**config.mk**
```make
export PLATFORM = sky130hd
export DESIGN_NAME = spi_cmd_sequencer
export DESIGN_NICKNAME = d
export VERILOG_FILES = /design/src/rtl/spi_cmd_sequencer.sv
export SDC_FILE = /design/constraint.sdc
export NUM_CORES = 1
export LEC_CHECK = 0
export CAP_MARGIN = 0
export CELL_PAD_IN_SITES_DETAIL_PLACEMENT = 0
export CELL_PAD_IN_SITES_GLOBAL_PLACEMENT = 1
export CORE_MARGIN = 4
export CORE_UTILIZATION = 38
export CTS_BUF_LIST = sky130_fd_sc_hd__clkbuf_4 sky130_fd_sc_hd__clkbuf_8
export CTS_CLUSTER_DIAMETER = 60
export DETAILED_ROUTE_END_ITERATION = 7
export PLACE_DENSITY_LB_ADDON = 0.1
export SETUP_SLACK_MARGIN = 0.4
export SYNTH_ARGS = -nofsm -noshare
export SYNTH_HDL_FRONTEND = slang
export SYNTH_SLANG_ARGS = --single-unit
```
**constraint.sdc**
```tcl
create_clock -name clk -period 2.7 [get_ports clk]
set_input_delay 0.675 -clock clk [delete_from_list [all_inputs] [get_ports clk]]
set_output_delay 0.675 -clock clk [all_outputs]
set_load 0.02 [all_outputs]
```
**src/rtl/spi_cmd_sequencer.sv**
```systemverilog
// SPI command sequencer: turns the byte stream of one chip-select frame into
// system-bus reads and writes with address auto-increment and an error flag.
module spi_cmd_sequencer #(
  parameter int unsigned ADDR_WIDTH = 17,
  parameter int unsigned TIMEOUT    = 255
) (
  input  logic                  clk,
  input  logic                  reset,
  input  logic                  spi_cs_n,
  input  logic [7:0]            spi_rx,
  input  logic                  spi_rx_valid,
  output logic [7:0]            spi_tx,
  output logic                  bus_req,
  output logic                  bus_we,
  output logic [ADDR_WIDTH-1:0] bus_addr,
  output logic [7:0]            bus_wdata,
  input  logic [7:0]            bus_rdata,
  input  logic                  bus_ack,
  output logic                  busy,
  output logic                  err
);

  localparam int unsigned CntW = (TIMEOUT > 1) ? $clog2(TIMEOUT) : 1;

  localparam logic [1:0] OpNop   = 2'b00;
  localparam logic [1:0] OpSet   = 2'b01;
  localparam logic [1:0] OpWrite = 2'b10;
  localparam logic [1:0] OpRead  = 2'b11;

  // Read requests are issued on the edge that leaves ALO/RD_NEXT, so there is no
  // separate request state: bus_req rises one clock after the triggering byte.
  typedef enum logic [2:0] {
    StCmd, StAhi, StAlo, StData, StWrWait, StRdWait, StRdNext, StHold
  } state_t;

  state_t          state;
  logic [1:0]      op;
  logic            a16;
  logic [CntW-1:0] tmo_cnt;
  logic            tmo_hit;

  assign tmo_hit = (tmo_cnt == CntW'(TIMEOUT - 1));
  assign busy    = (state != StCmd) || bus_req;

  always_ff @(posedge clk) begin
    if (reset) begin
      state     <= StCmd;
      op        <= OpNop;
      a16       <= 1'b0;
      tmo_cnt   <= '0;
      spi_tx    <= 8'h00;
      bus_req   <= 1'b0;
      bus_we    <= 1'b0;
      bus_addr  <= '0;
      bus_wdata <= 8'h00;
      err       <= 1'b0;
    end else begin
      unique case (state)
        StCmd: begin
          if (spi_rx_valid) begin
            op  <= spi_rx[7:6];
            a16 <= spi_rx[0];
            if (spi_rx[7:6] == OpNop) begin
              if (spi_rx[5:0] == 6'h3F) err <= 1'b0;
            end else begin
              state <= StAhi;
            end
          end
        end

        StAhi: begin
          if (spi_rx_valid) begin
            bus_addr <= ADDR_WIDTH'({a16, spi_rx, bus_addr[7:0]});
            state    <= StAlo;
          end else if (spi_cs_n) begin
            state <= StCmd;
          end
        end

        StAlo: begin
          if (spi_rx_valid) begin
            bus_addr <= ADDR_WIDTH'({a16, bus_addr[15:8], spi_rx});
            unique case (op)
              OpWrite: state <= StData;
              OpRead: begin
                bus_req <= 1'b1;
                bus_we  <= 1'b0;
                tmo_cnt <= '0;
                state   <= StRdWait;
              end
              OpSet:   state <= StHold;
              default: state <= StCmd;
            endcase
          end else if (spi_cs_n) begin
            state <= StCmd;
          end
        end

        StData: begin
          if (spi_rx_valid) begin
            bus_wdata <= spi_rx;
            bus_req   <= 1'b1;
            bus_we    <= 1'b1;
            tmo_cnt   <= '0;
            state     <= StWrWait;
          end else if (spi_cs_n) begin
            state <= StCmd;
          end
        end

        StWrWait, StRdWait: begin
          // Any byte while a transaction is outstanding is an overrun, even on the
          // ack cycle or while draining after the frame has ended.
          if (spi_rx_valid) err <= 1'b1;
          if (bus_ack) begin
            bus_req  <= 1'b0;
            bus_addr <= bus_addr + ADDR_WIDTH'(1);
            if (state == StRdWait) spi_tx <= bus_rdata;
            if (spi_cs_n)              state <= StCmd;
            else if (state == StWrWait) state <= StData;
            else                       state <= StRdNext;
          end else if (tmo_hit) begin
            bus_req <= 1'b0;
            err     <= 1'b1;
            state   <= spi_cs_n ? StCmd : StHold;
          end else begin
            tmo_cnt <= tmo_cnt + CntW'(1);
          end
        end

        StRdNext: begin
          if (spi_rx_valid) begin
            bus_req <= 1'b1;
            bus_we  <= 1'b0;
            tmo_cnt <= '0;
            state   <= StRdWait;
          end else if (spi_cs_n) begin
            state <= StCmd;
          end
        end

        StHold: begin
          if (spi_cs_n) state <= StCmd;
        end
      endcase
    end
  end

endmodule

```
==> run summary, run 1 <==
The most frequently used flop master after synthesis is sky130_fd_sc_hd__dfxtp_1. 58 I/O pins were placed. The type of the most critical hold path is register to register.

The total power of the final layout came out at 1.57 mW. The clock latency at the later pin of the worst-skew pair is 0.31 ns. Max-cap violations in this run came to 0. The power density over the cells is 448 nW/um^2.

The initial antenna violation count came out at 0. For this run, asynchronously set or reset flops after synthesis account for 0. The classification of the worst setup path is register to output pin. The adder-cell share of the synthesized area came out at 0.0233. The worst slew margin relative to its limit came out at 0.575.

sky130_fd_sc_hd__dfxtp_1 takes more of the synthesized area than any other cell. The net count of the mapped netlist is 377. The capture endpoint of the worst hold path is spi_tx[1]$_SDFFE_PP0P_.

The compound-cell area share of the yosys netlist was 0.232. The die covers 8470 sq um. The largest net degree at the start of global routing is 24. The count of nets left with antenna violations once routing finished came out at 0.

The initialized floorplan defines 30 standard-cell rows. The number of global-route vias before repair came out at 2,502. Of all nets on the critical path, the largest fanout is 5. The number of setup violations in the final report is 0. The total DRC errors in the routed layout came out at 0. The library cell used most frequently in the layout, excluding fill and tap cells, is sky130_fd_sc_hd__nand2_1. The floorplan step set the die height to 92.0 um. The initial detailed-routing violation count came out at 165.

The number of slew-limit violations in the final report came out at 0. The cell area after synthesis came out at 2680 sq um. The library cells used most frequently in the layout, excluding fill and tap cells, are 62 x sky130_fd_sc_hd__nand2_1, 57 x sky130_fd_sc_hd__clkdlybuf4s50_1, 50 x sky130_fd_sc_hd__dfxtp_1, 34 x sky130_fd_sc_hd__nor2_1, 32 x sky130_fd_sc_hd__a21oi_1. TritonCTS created 5 clock buffers.

The routed design could run at a clock period as short as 2.20 ns. Setup repair after global routing left no endpoint under its margin. The clock arrives with 0.0129 ns of skew.

For the worst flop-to-flop path, the logic depth is 7. Along the worst hold path, the cell count comes to 2. The maximum clock frequency came out at 0.455 GHz.

The sequential fraction of the synthesis area is 0.373. Across every metal layer, demand over resource in global routing totals 0.190. The H-tree generated during clock tree synthesis spans 2 levels. The number of enable flip-flop cells after synthesis came out at 0.

The chip width came out at 92.0 um. The number of detailed-routing iterations run before antenna repair is 5. The share of the clock period used by the worst path after layout is 0.815. Routability-driven placement finished with a final weighted congestion of 0.779. After synthesis, the largest family of logic cells by area is simple AND/OR/NAND/NOR gates.

The clock edge transition at the registers on the reported setup and hold paths came out at 0.11 ns. Of the post-synthesis cell area, the part taken by muxes is 0.00793. The leakage power total is 1.21 nW. The final routed wirelength across all metal layers is 7980 um. The synthesized netlist contains 60 unique library cells. The startpoint identified for the worst register-to-register timing path is tmo_cnt[0]$_SDFFE_PP0P_. After global routing the overflow that remains totals 0.

During placement, the flow inserted port buffers numbering 57. The mean cell area of the mapped netlist is 7.65 sq um. The run finished with clean final reports. The transition time of the tightest slew-check pin came out at 0.634 ns. The number of buffers inserted by hold repair at cts came out at 0. The worst setup path is launched from a register. The final antenna diode count is 0. The instance count of the mapped netlist is 351. Summing over every cut layer, the via total after detailed routing is 2,722. The flop-to-flop setup slack is 0.67 ns.

Of the total synthesized cell area, the portion taken by XOR and XNOR cells is 0.0196. The tree is rooted in a sky130_fd_sc_hd__clkbuf_8. The average routed wire per standard cell is 15.8 um.

The ratio of routed vias to standard cells came out at 5.39. Of the total synthesized cell area, the portion taken by AND, OR, NAND and NOR gates is 0.299. Yosys printed 0 warnings. The worst endpoint data arrival time is 1.53 ns. STA classifies the critical path endpoint as an output pin. In this run the most critical hold path is launched from spi_tx[1]$_SDFFE_PP0P_. The post-CTS setup buffer count is 0. The layout-stage area growth over the synthesis result is 30.4%. The CTS sink count is 50. The terminus of the critical flop-to-flop path is tmo_cnt[7]$_SDFFE_PP0P_. Yosys attributes the largest share of cell area to sky130_fd_sc_hd__dfxtp_1 37%, sky130_fd_sc_hd__nand2_1 8.7%, sky130_fd_sc_hd__a21oi_1 6.0%. The deepest clock path buffer count came out at 2.

The share of layout cells above drive strength 1 came out at 0.0758. The final number of hold-violating endpoints is 0. Summed over all nets, the half-perimeter wirelength after detailed placement is 5590 um. The final-layout setup total negative slack came out at 0 ns. TritonCTS built the clock tree. The worst path required time came out at 2.03 ns.

The initial utilization of the core area, before any placement, comes to 0.393. The number of nets in the finished design is 434. The standard cell core area came out at 6830 sq um. The maximum resistive drop on vdd is 0.209 mV.

The fraction of post-synthesis cell area in the top cell type by area is 0.373. The global-route wire length before repair is 13,000 um. The number of storage elements in the synthesis netlist is 50.
-- cells by family after synthesis --
logic type / Yosys count
AO/OA/AOI/OAI: 96
XOR/XNOR: 6
adder cells (fa/ha/maj): 5
buffers and inverters: 28
flip-flops: 50
multiplexers: 2
AND/OR/NAND/NOR: 164
-- stage by stage --
step	area, sq um	worst slack [ns]	hold WS (ns)	std cells	util
detailed placement	3380	0.345	0.448	497	0.495
floorplan	2680	0.813	0.459	351	-
finish	3500	0.500	0.459	505	0.512
global route	3500	0.403	0.482	505	0.512
global placement	3380	0.382	0.443	497	0.495
CTS	3500	0.479	0.463	505	0.512
-- worst max-delay path by stage --
stage	start	end	slack [ns]	depth (start not counted)
2_1_floorplan	tmo_cnt[0]$_SDFFE_PP0P_	tmo_cnt[7]$_SDFFE_PP0P_	0.81	7
3_3_place_gp	bus_ack	tmo_cnt[7]$_SDFFE_PP0P_	0.38	6
3_5_place_dp	spi_rx_valid	bus_addr[11]$_SDFFE_PP0P_	0.34	7
4_1_cts	state[2]$_SDFFE_PP0P_	busy	0.48	3
5_1_grt	state[2]$_SDFFE_PP0P_	busy	0.40	3
6_report	state[2]$_SDFFE_PP0P_	busy	0.50	3
-- critical path: stages, from the launching register on --
cell and delay, ns:
sky130_fd_sc_hd__dfxtp_1 0.34, sky130_fd_sc_hd__nor2_2 0.24, sky130_fd_sc_hd__nand2_1 0.09, sky130_fd_sc_hd__clkdlybuf4s50_1 0.55
-- layer usage --
metal  track usage  share of wire  vias up
li1              -              -     1365
met1         0.278           0.49     1279
met2         0.279           0.45       70
met3        0.0394          0.046        8
met4        0.0557          0.013        0
met5             0              0        -
-- timing repair --
item / 4_1_cts / 5_1_grt
gates resized for setup: 1 / 0
endpoints found under the hold margin: 0 / 0
setup endpoints to repair: 1 / 0
-- power by group --
group          switching, mW  total, mW  internal [mW]
combinational          0.127      0.237          0.110
sequential            0.0184      0.773          0.754
clock                  0.278      0.560          0.281
-- registers in the layout, indices dropped and copies added, names as in the netlist --
signal,cells
err,1
bus_req,1
bus_we,1
bus_addr,17
bus_wdata,8
state,3
op,2
spi_tx,8
a16,1
tmo_cnt,8
-- cell type report --
class	count	area, sq um
Timing Repair Buffer	70	668
Inverter	8	30.0
Clock buffer	5	68.8
Fill cell	716	3330
Tap cell	96	120
Sequential cell	50	1000
Clock inverter	3	47.5
Multi-Input combinational cell	273	1570
-- cell usage after synthesis, drive strengths merged (6+ instances only) --
master / number
nor2: 35
a22oi: 8
a21oi: 32
nand2b: 6
nand2: 62
clkbuf: 14
and3: 9
nand4: 7
nand3: 17
o21ai: 26
inv: 7
buf: 6
dfxtp: 50
(Power assumes the default switching activity.)
==> inputs of run 2 (changes only) <==
CORE_UTILIZATION = 34   (was 38)
clock period = 1.9 ns   (was 2.7 ns; I/O delays follow)
==> run summary, run 2 (synthesized netlist as in run 1, its figures left out) <==
The standard cell core area came out at 7690 sq um. The leakage power total came out at 1.67 nW. The combined flip-flop and latch cell area came out at 1050 sq um. The largest net degree at the start of global routing is 35. On the worst path, the slowest cell contributes a delay of 0.35 ns. The slowest stage of the critical path belongs to the cell sky130_fd_sc_hd__dfxtp_2. The die boundary height is 96.8 um. The critical-path maximum fanout came out at 3. The initial core utilization is 0.349. The cell at the root of the clock tree is sky130_fd_sc_hd__clkbuf_8.

The minimum clock period is 1.66 ns. Max-cap violations in this run came to 0. The number of global-route vias before repair is 2,778. Timing would allow up to 0.602 GHz. The final number of hold-violating endpoints is 0. The worst path required time is 2.16 ns. The setup path with the least slack is of type register to register.

The sum of overflow across all layers after global routing is 0. The deepest clock path buffer count came out at 2. The flow ran to the end, and the final reports show no timing, DRC or antenna violations. The number of setup violations in the final report is 0. The final setup slack of the worst path is 0.240 ns. Detailed placement finished with a half-perimeter wire length of 6060 um. The TritonCTS buffer count is 5. The net count of the finished layout is 502. At the pin with the least slew margin, the transition time is 0.386 ns.

Port buffering added 57 buffers. The filler cell count in the final layout is 737. The share of the clock period used by the worst path after layout is 0.874. The average routed wire per standard cell is 16.0 um. The number of flip-flops in the largest register is 17. The total DRC errors in the routed layout came out at 0. After routing the design area is 4340 sq um. The combined buffer and inverter count along the critical path is 3. The clock edge transition at the registers on the reported setup and hold paths came out at 0.10 ns. The clock latency at the later pin of the worst-skew pair is 0.31 ns.

The multi-input logic area came out at 1770 sq um. The final weighted congestion of routability-driven global placement came out at 0.828. The worst-case hold slack came out at 0.461 ns. Walking the worst path, the cells encountered are inv_2, ha_2, and4_4, a2111oi_4, nand3_2, buf_4, buf_6, xor2_1, nor2_1. The initial detailed-routing violation count is 124.

The library cells used most frequently in the layout, excluding fill and tap cells, are 57 x sky130_fd_sc_hd__nand2_1, 56 x sky130_fd_sc_hd__buf_4, 32 x sky130_fd_sc_hd__nor2_1, 30 x sky130_fd_sc_hd__a21oi_1, 30 x sky130_fd_sc_hd__dfxtp_1. The ratio of routed vias to standard cells is 5.19. The leading cell type in the layout, fill and taps excluded is sky130_fd_sc_hd__nand2_1.

The initial antenna violation count is 0. The CTS sink count came out at 50. The min-delay analysis places its worst path in the category register to register. The number of slew-limit violations in the final report is 0. The worst endpoint data arrival time came out at 1.92 ns. The share of layout cells above drive strength 1 is 0.371.

The worst register-to-register path has a setup slack of 0.24 ns. The first global-routing pass estimated 14,200 um of wire. Setup repair after global routing could not meet its margin everywhere. The post-detailed-placement cell area came out at 3620 sq um.

On the final layout, the worst clock skew is 0.00607 ns. Once placement completed, the tool counted placed cells totaling 527. The kind of cell with the highest combined delay along the critical path is simple AND/OR/NAND/NOR gates. The final antenna diode count is 0. The worst setup path is captured at a register. The first TritonRoute pass finished after 4 iterations. The number of buffers inserted by hold repair at cts is 0. The maximum resistive drop on vdd came out at 0.279 mV. The combined global-route utilization of all metal layers came out at 0.183.

The clock tree from TritonCTS is done. Ranked by flip-flop count, first place goes to bus_addr. Dividing total power by cell area gives a power density of 510 nW/um^2. The number of I/O pins came out at 58.

The final routed wirelength across all metal layers is 9240 um. The worst slew margin relative to its limit is 0.742. The final standard cell count with taps included and fillers excluded came out at 579.

The count of nets left with antenna violations once routing finished came out at 0. At the placement stage, the worst setup path has a slack of -0.140 ns. Compared with the post-synthesis result, the final layout area differs by 61.9%. The worst setup path is launched from a register. The die footprint is 9380 sq um.

The number of H-tree branching levels came out at 2. The detailed router placed 3,007 vias in this run. Measured along the x axis, the die boundary spans 96.8 um. The standard-cell row count is 32.
==> run 2: cell types whose count changed in the layout (fill, tap and decap cells not counted), moves of 6 or more <==
cell,before,now
sky130_fd_sc_hd__clkbuf_2,0,6
sky130_fd_sc_hd__clkdlybuf4s15_2,0,9
sky130_fd_sc_hd__clkdlybuf4s50_1,57,18
sky130_fd_sc_hd__clkdlybuf4s15_1,0,17
sky130_fd_sc_hd__dfxtp_4,0,10
sky130_fd_sc_hd__dfxtp_2,0,10
sky130_fd_sc_hd__buf_4,13,56
sky130_fd_sc_hd__dfxtp_1,50,30
sky130_fd_sc_hd__buf_6,0,18
sky130_fd_sc_hd__o21ai_0,25,16
==> run 2: final timing paths <==
path	from	end	cells past startpoint
max	tmo_cnt[0]$_SDFFE_PP0P_	tmo_cnt[3]$_SDFFE_PP0P_	9
min	spi_tx[0]$_SDFFE_PP0P_	spi_tx[0]$_SDFFE_PP0P_	2
max reg2reg	tmo_cnt[0]$_SDFFE_PP0P_	tmo_cnt[3]$_SDFFE_PP0P_	9
min reg2reg	spi_tx[0]$_SDFFE_PP0P_	spi_tx[0]$_SDFFE_PP0P_	2
==> run 2: repair_timing <==
| item | in CTS | in global routing |
|---|---|---|
| setup endpoints to repair | 77 | 74 |
| pin swaps | 14 | 32 |
| gates resized for setup | 88 | 110 |
| gates cloned | 0 | 3 |
| buffers inserted | 11 | 30 |
==> run 2: layout make-up <==
| type | count | share of cell area |
|---|---|---|
| Sequential cell | 50 | 0.242 |
| Clock buffer | 5 | 0.0158 |
| Inverter | 8 | 0.00778 |
| Clock inverter | 3 | 0.00518 |
| Multi-Input combinational cell | 273 | 0.408 |
| Timing Repair Buffer | 138 | 0.292 |
| Tap cell | 102 | 0.0294 |
==> run 2: power breakdown <==
part	internal, mW	leakage (nW)	switching [mW]
clock	0.266	0.0451	0.400
sequential	1.06	0.417	0.0294
combinational	0.235	1.21	0.221
==> run 2: tightest hold or removal path: cells and delay by family, from the launching register on <==
| family | cells | cell delay [ns] |
|---|---|---|
| AO/OA/AOI/OAI | 1 | 0.05 |
| flip-flops | 1 | 0.32 |
| AND/OR/NAND/NOR | 1 | 0.05 |
==> run 2: per-stage QoR <==
step           power, mW   util  setup TNS, ns
2_1_floorplan       1.30      -              0
6_report            2.21  0.565              0
5_1_grt             2.31  0.565              0
3_3_place_gp        1.49  0.472         -0.753
3_5_place_dp        1.49  0.472         -0.897
4_1_cts             2.16  0.500              0
==> run 2: routing by layer <==
| layer | wire, um | part of all wire | GRT usage |
|---|---|---|---|
| met5 | 0 | 0 | 0 |
| met4 | 106 | 0.011 | 0.0421 |
| met3 | 445 | 0.048 | 0.0267 |
| met2 | 4480 | 0.48 | 0.300 |
| met1 | 4210 | 0.46 | 0.254 |
==> inputs of run 3 (changes only) <==
CAP_MARGIN = 10   (was 0)
CTS_CLUSTER_DIAMETER = unset   (was 60)
==> results of run 3 <==
Same layout as run 2: the final DEF is identical, and so are final timing and power.
